### src/rtl/id_scoreboard_if.sv
// Decode-stage operand/hazard bundle between if_id/id_ex glue and id_scoreboard.
`default_nettype none

interface id_scoreboard_if #(
  parameter int XLEN    = 32,
  parameter int REG_AW  = 5,
  parameter int NUM_FWD = 2
);
  logic                      rs1_read_i;
  logic [REG_AW-1:0]         rs1_addr_i;
  logic                      rs2_read_i;
  logic [REG_AW-1:0]         rs2_addr_i;
  logic [XLEN-1:0]           rs1_data_i;
  logic [XLEN-1:0]           rs2_data_i;
  logic [NUM_FWD-1:0]        fwd_wen_i;
  logic [NUM_FWD*REG_AW-1:0] fwd_addr_i;
  logic [NUM_FWD*XLEN-1:0]   fwd_data_i;
  logic                      issue_vld_i;
  logic                      issue_wen_i;
  logic [REG_AW-1:0]         issue_rd_i;
  logic                      issue_long_i;
  logic                      wb_vld_i;
  logic [REG_AW-1:0]         wb_rd_i;
  logic                      flush_i;
  logic [XLEN-1:0]           op1_o;
  logic [XLEN-1:0]           op2_o;
  logic                      hold_flag_o;
  logic                      busy_o;
  logic                      err_o;

  modport master (
    output rs1_read_i, rs1_addr_i, rs2_read_i, rs2_addr_i, rs1_data_i, rs2_data_i,
    output fwd_wen_i, fwd_addr_i, fwd_data_i,
    output issue_vld_i, issue_wen_i, issue_rd_i, issue_long_i,
    output wb_vld_i, wb_rd_i, flush_i,
    input  op1_o, op2_o, hold_flag_o, busy_o, err_o
  );

  modport slave (
    input  rs1_read_i, rs1_addr_i, rs2_read_i, rs2_addr_i, rs1_data_i, rs2_data_i,
    input  fwd_wen_i, fwd_addr_i, fwd_data_i,
    input  issue_vld_i, issue_wen_i, issue_rd_i, issue_long_i,
    input  wb_vld_i, wb_rd_i, flush_i,
    output op1_o, op2_o, hold_flag_o, busy_o, err_o
  );
endinterface

`default_nettype wire

### src/rtl/id_scoreboard.sv
// Decode-stage scoreboard: per-register pending counters for long writes,
// prioritised operand bypass, and RAW/WAW/saturation hold generation.
`default_nettype none

module id_scoreboard #(
  parameter int XLEN     = 32,
  parameter int REG_NUM  = 32,
  parameter int REG_AW   = 5,
  parameter int NUM_FWD  = 2,
  parameter int MAX_PEND = 3
) (
  input  logic            clk,
  input  logic            rstn,
  id_scoreboard_if.slave  bus
);

  localparam int            CW       = $clog2(MAX_PEND + 1);
  localparam logic [CW-1:0] PEND_TOP = CW'(MAX_PEND);

  logic [CW-1:0] pend_q [REG_NUM];
  logic [CW-1:0] pend_d [REG_NUM];
  logic          err_q, err_d;

  logic [XLEN-1:0] op1, op2;
  logic            hit1, hit2;
  logic            raw1, raw2, waw, sat, hold, fire, busy;

  // Walk channels oldest-first so the youngest matching stage wins.
  always_comb begin
    op1  = bus.rs1_data_i;
    op2  = bus.rs2_data_i;
    hit1 = 1'b0;
    hit2 = 1'b0;
    for (int k = NUM_FWD - 1; k >= 0; k--) begin
      if (bus.fwd_wen_i[k] && bus.fwd_addr_i[k*REG_AW +: REG_AW] == bus.rs1_addr_i) begin
        hit1 = 1'b1;
        op1  = bus.fwd_data_i[k*XLEN +: XLEN];
      end
      if (bus.fwd_wen_i[k] && bus.fwd_addr_i[k*REG_AW +: REG_AW] == bus.rs2_addr_i) begin
        hit2 = 1'b1;
        op2  = bus.fwd_data_i[k*XLEN +: XLEN];
      end
    end
    if (!bus.rs1_read_i || bus.rs1_addr_i == '0) op1 = '0;
    if (!bus.rs2_read_i || bus.rs2_addr_i == '0) op2 = '0;
  end

  always_comb begin
    raw1 = bus.rs1_read_i && (bus.rs1_addr_i != '0) && (pend_q[bus.rs1_addr_i] != '0) && !hit1;
    raw2 = bus.rs2_read_i && (bus.rs2_addr_i != '0) && (pend_q[bus.rs2_addr_i] != '0) && !hit2;
    waw  = bus.issue_wen_i && (bus.issue_rd_i != '0) && (pend_q[bus.issue_rd_i] != '0)
           && !bus.issue_long_i;
    sat  = bus.issue_wen_i && bus.issue_long_i && (bus.issue_rd_i != '0)
           && (pend_q[bus.issue_rd_i] == PEND_TOP);
    hold = !rstn && bus.issue_vld_i && !bus.flush_i && (raw1 || raw2 || waw || sat);
    fire = bus.issue_vld_i && !hold && !bus.flush_i && bus.issue_wen_i
           && bus.issue_long_i && (bus.issue_rd_i != '0);
  end

  // A retire against an empty counter is flagged but never underflows.
  always_comb begin
    err_d = err_q;
    busy  = 1'b0;
    for (int r = 0; r < REG_NUM; r++) begin
      pend_d[r] = pend_q[r];
      busy      = busy | (pend_q[r] != '0);
    end
    pend_d[0] = '0;
    if (bus.wb_vld_i && bus.wb_rd_i != '0 && pend_q[bus.wb_rd_i] == '0) err_d = 1'b1;
    for (int r = 1; r < REG_NUM; r++) begin
      logic inc, dec;
      inc = fire && (bus.issue_rd_i == REG_AW'(r));
      dec = bus.wb_vld_i && (bus.wb_rd_i == REG_AW'(r)) && (pend_q[r] != '0);
      if (inc && !dec)      pend_d[r] = pend_q[r] + CW'(1);
      else if (dec && !inc) pend_d[r] = pend_q[r] - CW'(1);
    end
  end

  always_ff @(posedge clk) begin
    if (rstn) begin
      for (int r = 0; r < REG_NUM; r++) pend_q[r] <= '0;
      err_q <= 1'b0;
    end else begin
      for (int r = 0; r < REG_NUM; r++) pend_q[r] <= pend_d[r];
      err_q <= err_d;
    end
  end

  assign bus.op1_o       = op1;
  assign bus.op2_o       = op2;
  assign bus.hold_flag_o = hold;
  assign bus.busy_o      = busy && !rstn;
  assign bus.err_o       = err_q;

endmodule

`default_nettype wire

### src/flat_wrapper.sv
// flat-port wrapper written by rule: the top's interface ports become plain ports
module id_scoreboard_flat 
#(
  parameter int XLEN     = 32,
  parameter int REG_NUM  = 32,
  parameter int REG_AW   = 5,
  parameter int NUM_FWD  = 2,
  parameter int MAX_PEND = 3
)
  (clk, rstn, bus_rs1_read_i, bus_rs1_addr_i, bus_rs2_read_i, bus_rs2_addr_i, bus_rs1_data_i, bus_rs2_data_i, bus_fwd_wen_i, bus_fwd_addr_i, bus_fwd_data_i, bus_issue_vld_i, bus_issue_wen_i, bus_issue_rd_i, bus_issue_long_i, bus_wb_vld_i, bus_wb_rd_i, bus_flush_i, bus_op1_o, bus_op2_o, bus_hold_flag_o, bus_busy_o, bus_err_o);
  id_scoreboard_if #(.XLEN(XLEN), .REG_AW(REG_AW), .NUM_FWD(NUM_FWD)) bus_i ();
  input  logic clk;
  input  logic rstn;
  input wire logic [$bits(bus_i.rs1_read_i)-1:0] bus_rs1_read_i;
  input wire logic [$bits(bus_i.rs1_addr_i)-1:0] bus_rs1_addr_i;
  input wire logic [$bits(bus_i.rs2_read_i)-1:0] bus_rs2_read_i;
  input wire logic [$bits(bus_i.rs2_addr_i)-1:0] bus_rs2_addr_i;
  input wire logic [$bits(bus_i.rs1_data_i)-1:0] bus_rs1_data_i;
  input wire logic [$bits(bus_i.rs2_data_i)-1:0] bus_rs2_data_i;
  input wire logic [$bits(bus_i.fwd_wen_i)-1:0] bus_fwd_wen_i;
  input wire logic [$bits(bus_i.fwd_addr_i)-1:0] bus_fwd_addr_i;
  input wire logic [$bits(bus_i.fwd_data_i)-1:0] bus_fwd_data_i;
  input wire logic [$bits(bus_i.issue_vld_i)-1:0] bus_issue_vld_i;
  input wire logic [$bits(bus_i.issue_wen_i)-1:0] bus_issue_wen_i;
  input wire logic [$bits(bus_i.issue_rd_i)-1:0] bus_issue_rd_i;
  input wire logic [$bits(bus_i.issue_long_i)-1:0] bus_issue_long_i;
  input wire logic [$bits(bus_i.wb_vld_i)-1:0] bus_wb_vld_i;
  input wire logic [$bits(bus_i.wb_rd_i)-1:0] bus_wb_rd_i;
  input wire logic [$bits(bus_i.flush_i)-1:0] bus_flush_i;
  output wire logic [$bits(bus_i.op1_o)-1:0] bus_op1_o;
  output wire logic [$bits(bus_i.op2_o)-1:0] bus_op2_o;
  output wire logic [$bits(bus_i.hold_flag_o)-1:0] bus_hold_flag_o;
  output wire logic [$bits(bus_i.busy_o)-1:0] bus_busy_o;
  output wire logic [$bits(bus_i.err_o)-1:0] bus_err_o;
  assign bus_i.rs1_read_i = bus_rs1_read_i;
  assign bus_i.rs1_addr_i = bus_rs1_addr_i;
  assign bus_i.rs2_read_i = bus_rs2_read_i;
  assign bus_i.rs2_addr_i = bus_rs2_addr_i;
  assign bus_i.rs1_data_i = bus_rs1_data_i;
  assign bus_i.rs2_data_i = bus_rs2_data_i;
  assign bus_i.fwd_wen_i = bus_fwd_wen_i;
  assign bus_i.fwd_addr_i = bus_fwd_addr_i;
  assign bus_i.fwd_data_i = bus_fwd_data_i;
  assign bus_i.issue_vld_i = bus_issue_vld_i;
  assign bus_i.issue_wen_i = bus_issue_wen_i;
  assign bus_i.issue_rd_i = bus_issue_rd_i;
  assign bus_i.issue_long_i = bus_issue_long_i;
  assign bus_i.wb_vld_i = bus_wb_vld_i;
  assign bus_i.wb_rd_i = bus_wb_rd_i;
  assign bus_i.flush_i = bus_flush_i;
  assign bus_op1_o = bus_i.op1_o;
  assign bus_op2_o = bus_i.op2_o;
  assign bus_hold_flag_o = bus_i.hold_flag_o;
  assign bus_busy_o = bus_i.busy_o;
  assign bus_err_o = bus_i.err_o;
  id_scoreboard #(.XLEN(XLEN), .REG_NUM(REG_NUM), .REG_AW(REG_AW), .NUM_FWD(NUM_FWD), .MAX_PEND(MAX_PEND)) u_core (.clk(clk), .rstn(rstn), .bus(bus_i));
endmodule
### config.mk
export PLATFORM = sky130hd
export DESIGN_NAME = id_scoreboard_flat
export DESIGN_NICKNAME = d
export VERILOG_FILES = /design/src/rtl/id_scoreboard_if.sv /design/src/rtl/id_scoreboard.sv /design/src/flat_wrapper.sv
export SDC_FILE = /design/constraint.sdc
export NUM_CORES = 1
export LEC_CHECK = 0
export CAP_MARGIN = 10
export CORE_ASPECT_RATIO = 0.9
export CORE_UTILIZATION = 47
export DETAILED_ROUTE_END_ITERATION = 12
export PLACE_DENSITY = 0.91
export SYNTH_ARGS = -nofsm -noshare
export SYNTH_HDL_FRONTEND = slang
export SYNTH_SLANG_ARGS = --single-unit
### constraint.sdc
create_clock -name clk -period 4 [get_ports clk]
set_input_delay 0.4 -clock clk [delete_from_list [all_inputs] [get_ports clk]]
set_output_delay 0.4 -clock clk [all_outputs]
set_load 0.02 [all_outputs]
# Yosys cells after proc, flatten, opt, wreduce, memory -nomap -nowiden
# Memory sizes are Yosys's and may differ from the RTL's.
# Cells that the tools add are included.
# op_classes
n_addsub	62
eq_ne	67
mux	107
bitwise_logic	63
n_reduce_logical	299
# ops
operator	count
32-bit 2-to-1 mux	6
2-bit 2-to-1 mux	94
1-bit logical AND	182
5-bit equality test (second input constant)	32
5-bit by 4-bit equality test with 1-bit output (second input constant)	16
1-bit zero test	70
2-bit nonzero test	35
1-bit bitwise OR	63
2-bit by 1-bit adder with 2-bit output (second input constant)	31
2-bit by 1-bit subtractor with 2-bit output (second input constant)	31
5-bit by 3-bit equality test with 1-bit output (second input constant)	8
5-bit by 2-bit equality test with 1-bit output (second input constant)	4
5-bit equality test	4
5-bit nonzero test	4
5-bit by 1-bit equality test with 1-bit output (second input constant)	2
5-bit zero test	2
1-bit 2-to-1 mux	7
1-bit logical OR	5
2-bit equality test (second input constant)	1
2-bit zero test	1
# word_totals
register_bits	1
mem_bits_rw	64
inputBits	169
out_inout_bits	67
wordCells	600
n_memories	1
# mem_list
name	depth	word_bits	read_ports	rd_ports_with_merged_regs	wr	line	text
u_core.pend_q	32	2	36	0	32	id_scoreboard.sv:20	logic [CW-1:0] pend_q [REG_NUM];

# Longest topological paths before layout
# An unclocked memory read counts as a cell.
# logic_depth
ltp_word	34
ltp_mapped	15
ltp_nobuf	11

# Worst setup path after synthesis
# Ideal clock, no wire load.
# synth_path
path_kind	input port to flip-flop
from	input port bus_issue_rd_i[0]
to	memory u_core.pend_q[26][1] in the netlist's numbering
setup_ns	0.070
arrival_time_ns	3.045
required_time_ns	3.930
slack_ns	0.884
path_stages	13
path_buffers	3
path_cell_list	buf_6 -> buf_12 -> mux4_2 -> a221oi_2 -> nand2_1 -> o21ai_2 -> maj3_4 -> a31oi_4 -> buf_6 -> nor4_1 -> ha_1 -> or3_1 -> a21oi_1
# synth_rtl
element	line	text
start: declaration	flat_wrapper.sv:25	input wire logic [$bits(bus_i.issue_rd_i)-1:0] bus_issue_rd_i;
end: declaration	id_scoreboard.sv:20	

# Worst setup path after layout
# layout_path
from	input port bus_rs2_addr_i[0]
to	output port bus_hold_flag_o
# layout_via
elab_chain_cells	10
# layout_lines
element	line	text
start: declaration	flat_wrapper.sv:17	input wire logic [$bits(bus_i.rs2_addr_i)-1:0] bus_rs2_addr_i;
parallel branches: the longest is 5 deep, another holds memory 32 x 2 bit	--	
1-bit logical AND *	id_scoreboard.sv:50	raw2 = bus.rs2_read_i && (bus.rs2_addr_i != '0) && (pend_q[bus.rs2_addr_i] != '0) && !hit2;
1-bit logical OR * (3 in a row)	id_scoreboard.sv:55	hold = !rstn && bus.issue_vld_i && !bus.flush_i && (raw1 || raw2 || waw || sat);
1-bit logical AND *	id_scoreboard.sv:55	
end: declaration	flat_wrapper.sv:32	output wire logic [$bits(bus_i.hold_flag_o)-1:0] bus_hold_flag_o;
# Mark *: on every way between the ends.

==> impl_metrics.csv <==
group,metric,value,unit
outcome,outcome,"complete, no violations",
global_routing,grt_usage,35.1,%
synthesis,ys_warn_count,0,
clocking,postCtsSetupRepairBufs,0,
floorplanning,die-area,0.0154,mm²
sta,fin_crit_sh,94.8,%
min_path,hold_class,"in -> reg",
floorplanning,initial_core_util,49.0,%
clocking,cts_tree,"done",
sta,slew_headroom,53.3,%
final_layout,multi_input_area,0.00539,mm²
sta,worst_pin_slew,0.698,ns
detailed_routing,post_drt_via_cell_ratio,6.31,
detailed_routing,drt-total-wl,27200,µm
min_path,holdPathStages,2,
clocking,ctsHoldBuffers,0,
worst_setup_path,r2r_slack,0.31,ns
synthesis,synth-main-ff-cell,"dfxtp_1",
global_routing,grt_max_degree,65,
synthesis,syn_avg_cell_area,8.20,µm²
final_layout,final_nets,1268,
detailed_routing,dr.pass1.iters,5,
power,ir_drop,0.263,mV
synthesis,syn_nets,1052,
place,dp_hpwl,21200,µm
clocking,clk_latency,0.34,ns
clocking,cts_num_sinks,63,
place,gp_congestion,1.10,
floorplanning,die_x,131,µm
power,seq_power_share,30.8,%
final_layout,nFillCells,1178,
final_layout,n_antenna_cell,0,
min_path,hold-path-endpoint,"u_core.pend_q[28][0]",
global_routing,grt_overflow,0,
synthesis,synth_top_area_share,18.0,%
clocking,clkTransAtPathRegs,0.05,ns
final_layout,areaGrowthSynthToFinish,41.7,%
power,sw_frac_of_total,29.2,%
global_routing,grt_pass1_vias,7558,
power,combPwrFrac,31.1,%
flow_run,drv_cap,0,
worst_setup_path,r2r_end,"u_core.pend_q[26][1]",
synthesis,ys_types,61,
synthesis,synthCells,852,
synthesis,synth_seq_area_share,18.0,%
floorplanning,coreArea,0.0143,mm²
worst_setup_path,cp-end-kind,"output pin",
global_routing,antenna_found_initial,0,
detailed_routing,vias,7990,
floorplanning,ios,236,
sta,rsz0062_at_grt,"no",
detailed_routing,wl_met1,10600,µm
sta,finalClockSkew,0.00721,ns
sta,finalHoldViolations,0,
synthesis,synthTopCellsByArea,"dfxtp_1 (18%), xor2_1 (9.8%), mux2i_1 (9.2%)",
sta,setup_violations,0,
power,leakage,3.61,nW
sta,finalCriticalPeriod,3.79,ns
final_layout,drive_gt1_share,9.23,%
power,p_int,1.45,mW
detailed_routing,dr_wl_met3,3220,µm
worst_setup_path,reg2reg_from,"u_core.pend_q[14][0]",
worst_setup_path,arrival,3.39,ns
synthesis,synth-edff-count,0,
detailed_routing,highest_layer,"met4",
worst_setup_path,start_kind,"input port",
sta,drv_slew,0,
sta,fin_setup_tns,0,ns
power,clockPowerShare,38.1,%
floorplanning,num_rows,41,
place,port_buffers,235,
power,cellPowerDensity,207,mW/mm²
detailed_routing,wl_per_cell,21.5,µm
clocking,clockRootBuffer,"clkbuf_16",
floorplanning,die_y,118,µm
clocking,htree_num_levels,3,
detailed_routing,dr_wl_met2,12300,µm
detailed_routing,postRouteAntennaNets,0,
global_routing,grt_pass1_wl,41500,µm
detailed_routing,drc,0,
synthesis,syn_area,0.00699,mm²
clocking,ctsResizeCount,0,
power,switching_power,0.599,mW
detailed_routing,drt_iter0_drc,867,
min_path,holdCritStartpoint,"rstn",
sta,fmax,264,MHz
worst_setup_path,cp.required,3.60,ns
synthesis,ys_seq_elements,63,
clocking,clock_path_buffers,2,
synthesis,yosysTopAreaCell,"dfxtp_1",
worst_setup_path,r2r_cells,11,
worst_setup_path,worstPathMaxFanout,2,
clocking,numCtsBuffers,9,
synthesis,synthArstFlopShare,0,%
worst_setup_path,path_class,"in -> out",
sta,hold_slack,0.444,ns
final_layout,ff_latch_area,0.00126,mm²
cells in the final DEF, fill, tap and decap left out, types with 30 or more instances in the layout:
cell type / n
clkdlybuf4s50_1: 234
buf_4: 36
o21ai_0: 35
dfxtp_1: 63
a21oi_1: 41
nor4_1: 35
or3_1: 33
nand3b_1: 30
a211oi_1: 67
mux2i_1: 64
ha_1: 31
xor2_1: 78
nor2_1: 139
power groups by stage:
stage / Sequential, mW / Clock [mW] / Combinational, mW
2_1_floorplan: 0.646 / 0 / 0.283
3_3_place_gp: 0.646 / 0 / 0.619
3_5_place_dp: 0.646 / 0 / 0.627
4_1_cts: 0.632 / 0.786 / 0.629
5_1_grt: 0.632 / 0.812 / 0.670
6_report: 0.633 / 0.782 / 0.638
stage by stage:
step	total power, mW	cells	util (%)	area (µm²)	setup WS (ns)
2_1_floorplan	0.929	852	-	6990	0.884
3_3_place_gp	1.26	1250	67.4	9610	0.159
3_5_place_dp	1.27	1250	67.4	9610	0.0395
4_1_cts	2.05	1266	69.5	9910	0.297
5_1_grt	2.11	1266	69.5	9910	0.0976
6_report	2.05	1266	69.5	9910	0.208
cell families (layout without fill, tap and decap cells):
group / after synthesis / count (layout) / share of synthesized area [%]
buffers and inverters: 77 / 298 / 5.26
AO/OA/AOI/OAI: 178 / 178 / 17.1
flip-flops: 63 / 63 / 18.0
XOR/XNOR: 82 / 82 / 10.3
AND/OR/NAND/NOR: 323 / 323 / 23.7
adder cells (fa/ha/maj): 32 / 32 / 5.75
multiplexers: 97 / 97 / 19.9
layer usage:
| metal | GRT usage [%] | up-vias |
|---|---|---|
| met5 | 0 | - |
| met4 | 15.4 | 0 |
| met3 | 8.91 | 83 |
| met2 | 54.7 | 529 |
| met1 | 45.4 | 3756 |
| li1 | - | 3622 |
flip-flops by register name (all words and copies together) (netlist names):
signal,cells
u_core.pend_q,62
u_core.bus.err_o,1
synthesized netlist by cell type, drive strengths merged (7+ instances only):
| library cell | number |
|---|---|
| inv | 7 |
| nor4 | 37 |
| xor2 | 78 |
| nand3b | 30 |
| nor2 | 139 |
| o21ai | 39 |
| nand2 | 20 |
| nand4 | 7 |
| buf | 29 |
| mux4 | 31 |
| nand3 | 11 |
| ha | 31 |
| nand2b | 8 |
| or3 | 33 |
| a211oi | 67 |
| clkbuf | 41 |
| nor3 | 14 |
| dfxtp | 63 |
| mux2i | 64 |
| a21oi | 41 |
how the worst max path moves through the flow:
stage                           start                   end  slack, ns  depth (start not counted)
finish              bus_rs2_addr_i[0]       bus_hold_flag_o       0.21                          9
global route        bus_rs2_addr_i[0]       bus_hold_flag_o        0.1                          9
CTS                 bus_rs2_addr_i[0]       bus_hold_flag_o       0.30                          9
detailed placement  bus_issue_rd_i[0]   u_core.pend_q[7][1]       0.04                         13
global placement    bus_rs2_addr_i[0]  u_core.pend_q[28][1]       0.16                         12
floorplan           bus_issue_rd_i[0]  u_core.pend_q[26][1]       0.88                         13
critical path, stage by stage:
cell and delay (ns):
clkdlybuf4s50_1 0.43, inv_1 0.10, mux4_2 0.49, and3_1 0.18, a2111oi_0 0.53, o21ai_1 0.27, o211a_1 0.19, nor3_1 0.16
clkdlybuf4s50_1 0.63
area by class of cell:
class	count	share of cell area (%)
clock buffers	12	2.49
well taps	193	2.44
repair buffers	275	27.2
inverters	7	0.265
multi-input cells	712	54.4
flip-flops and latches	63	12.7
clock inverters	4	0.455
Power figures use the tool's default switching activity.
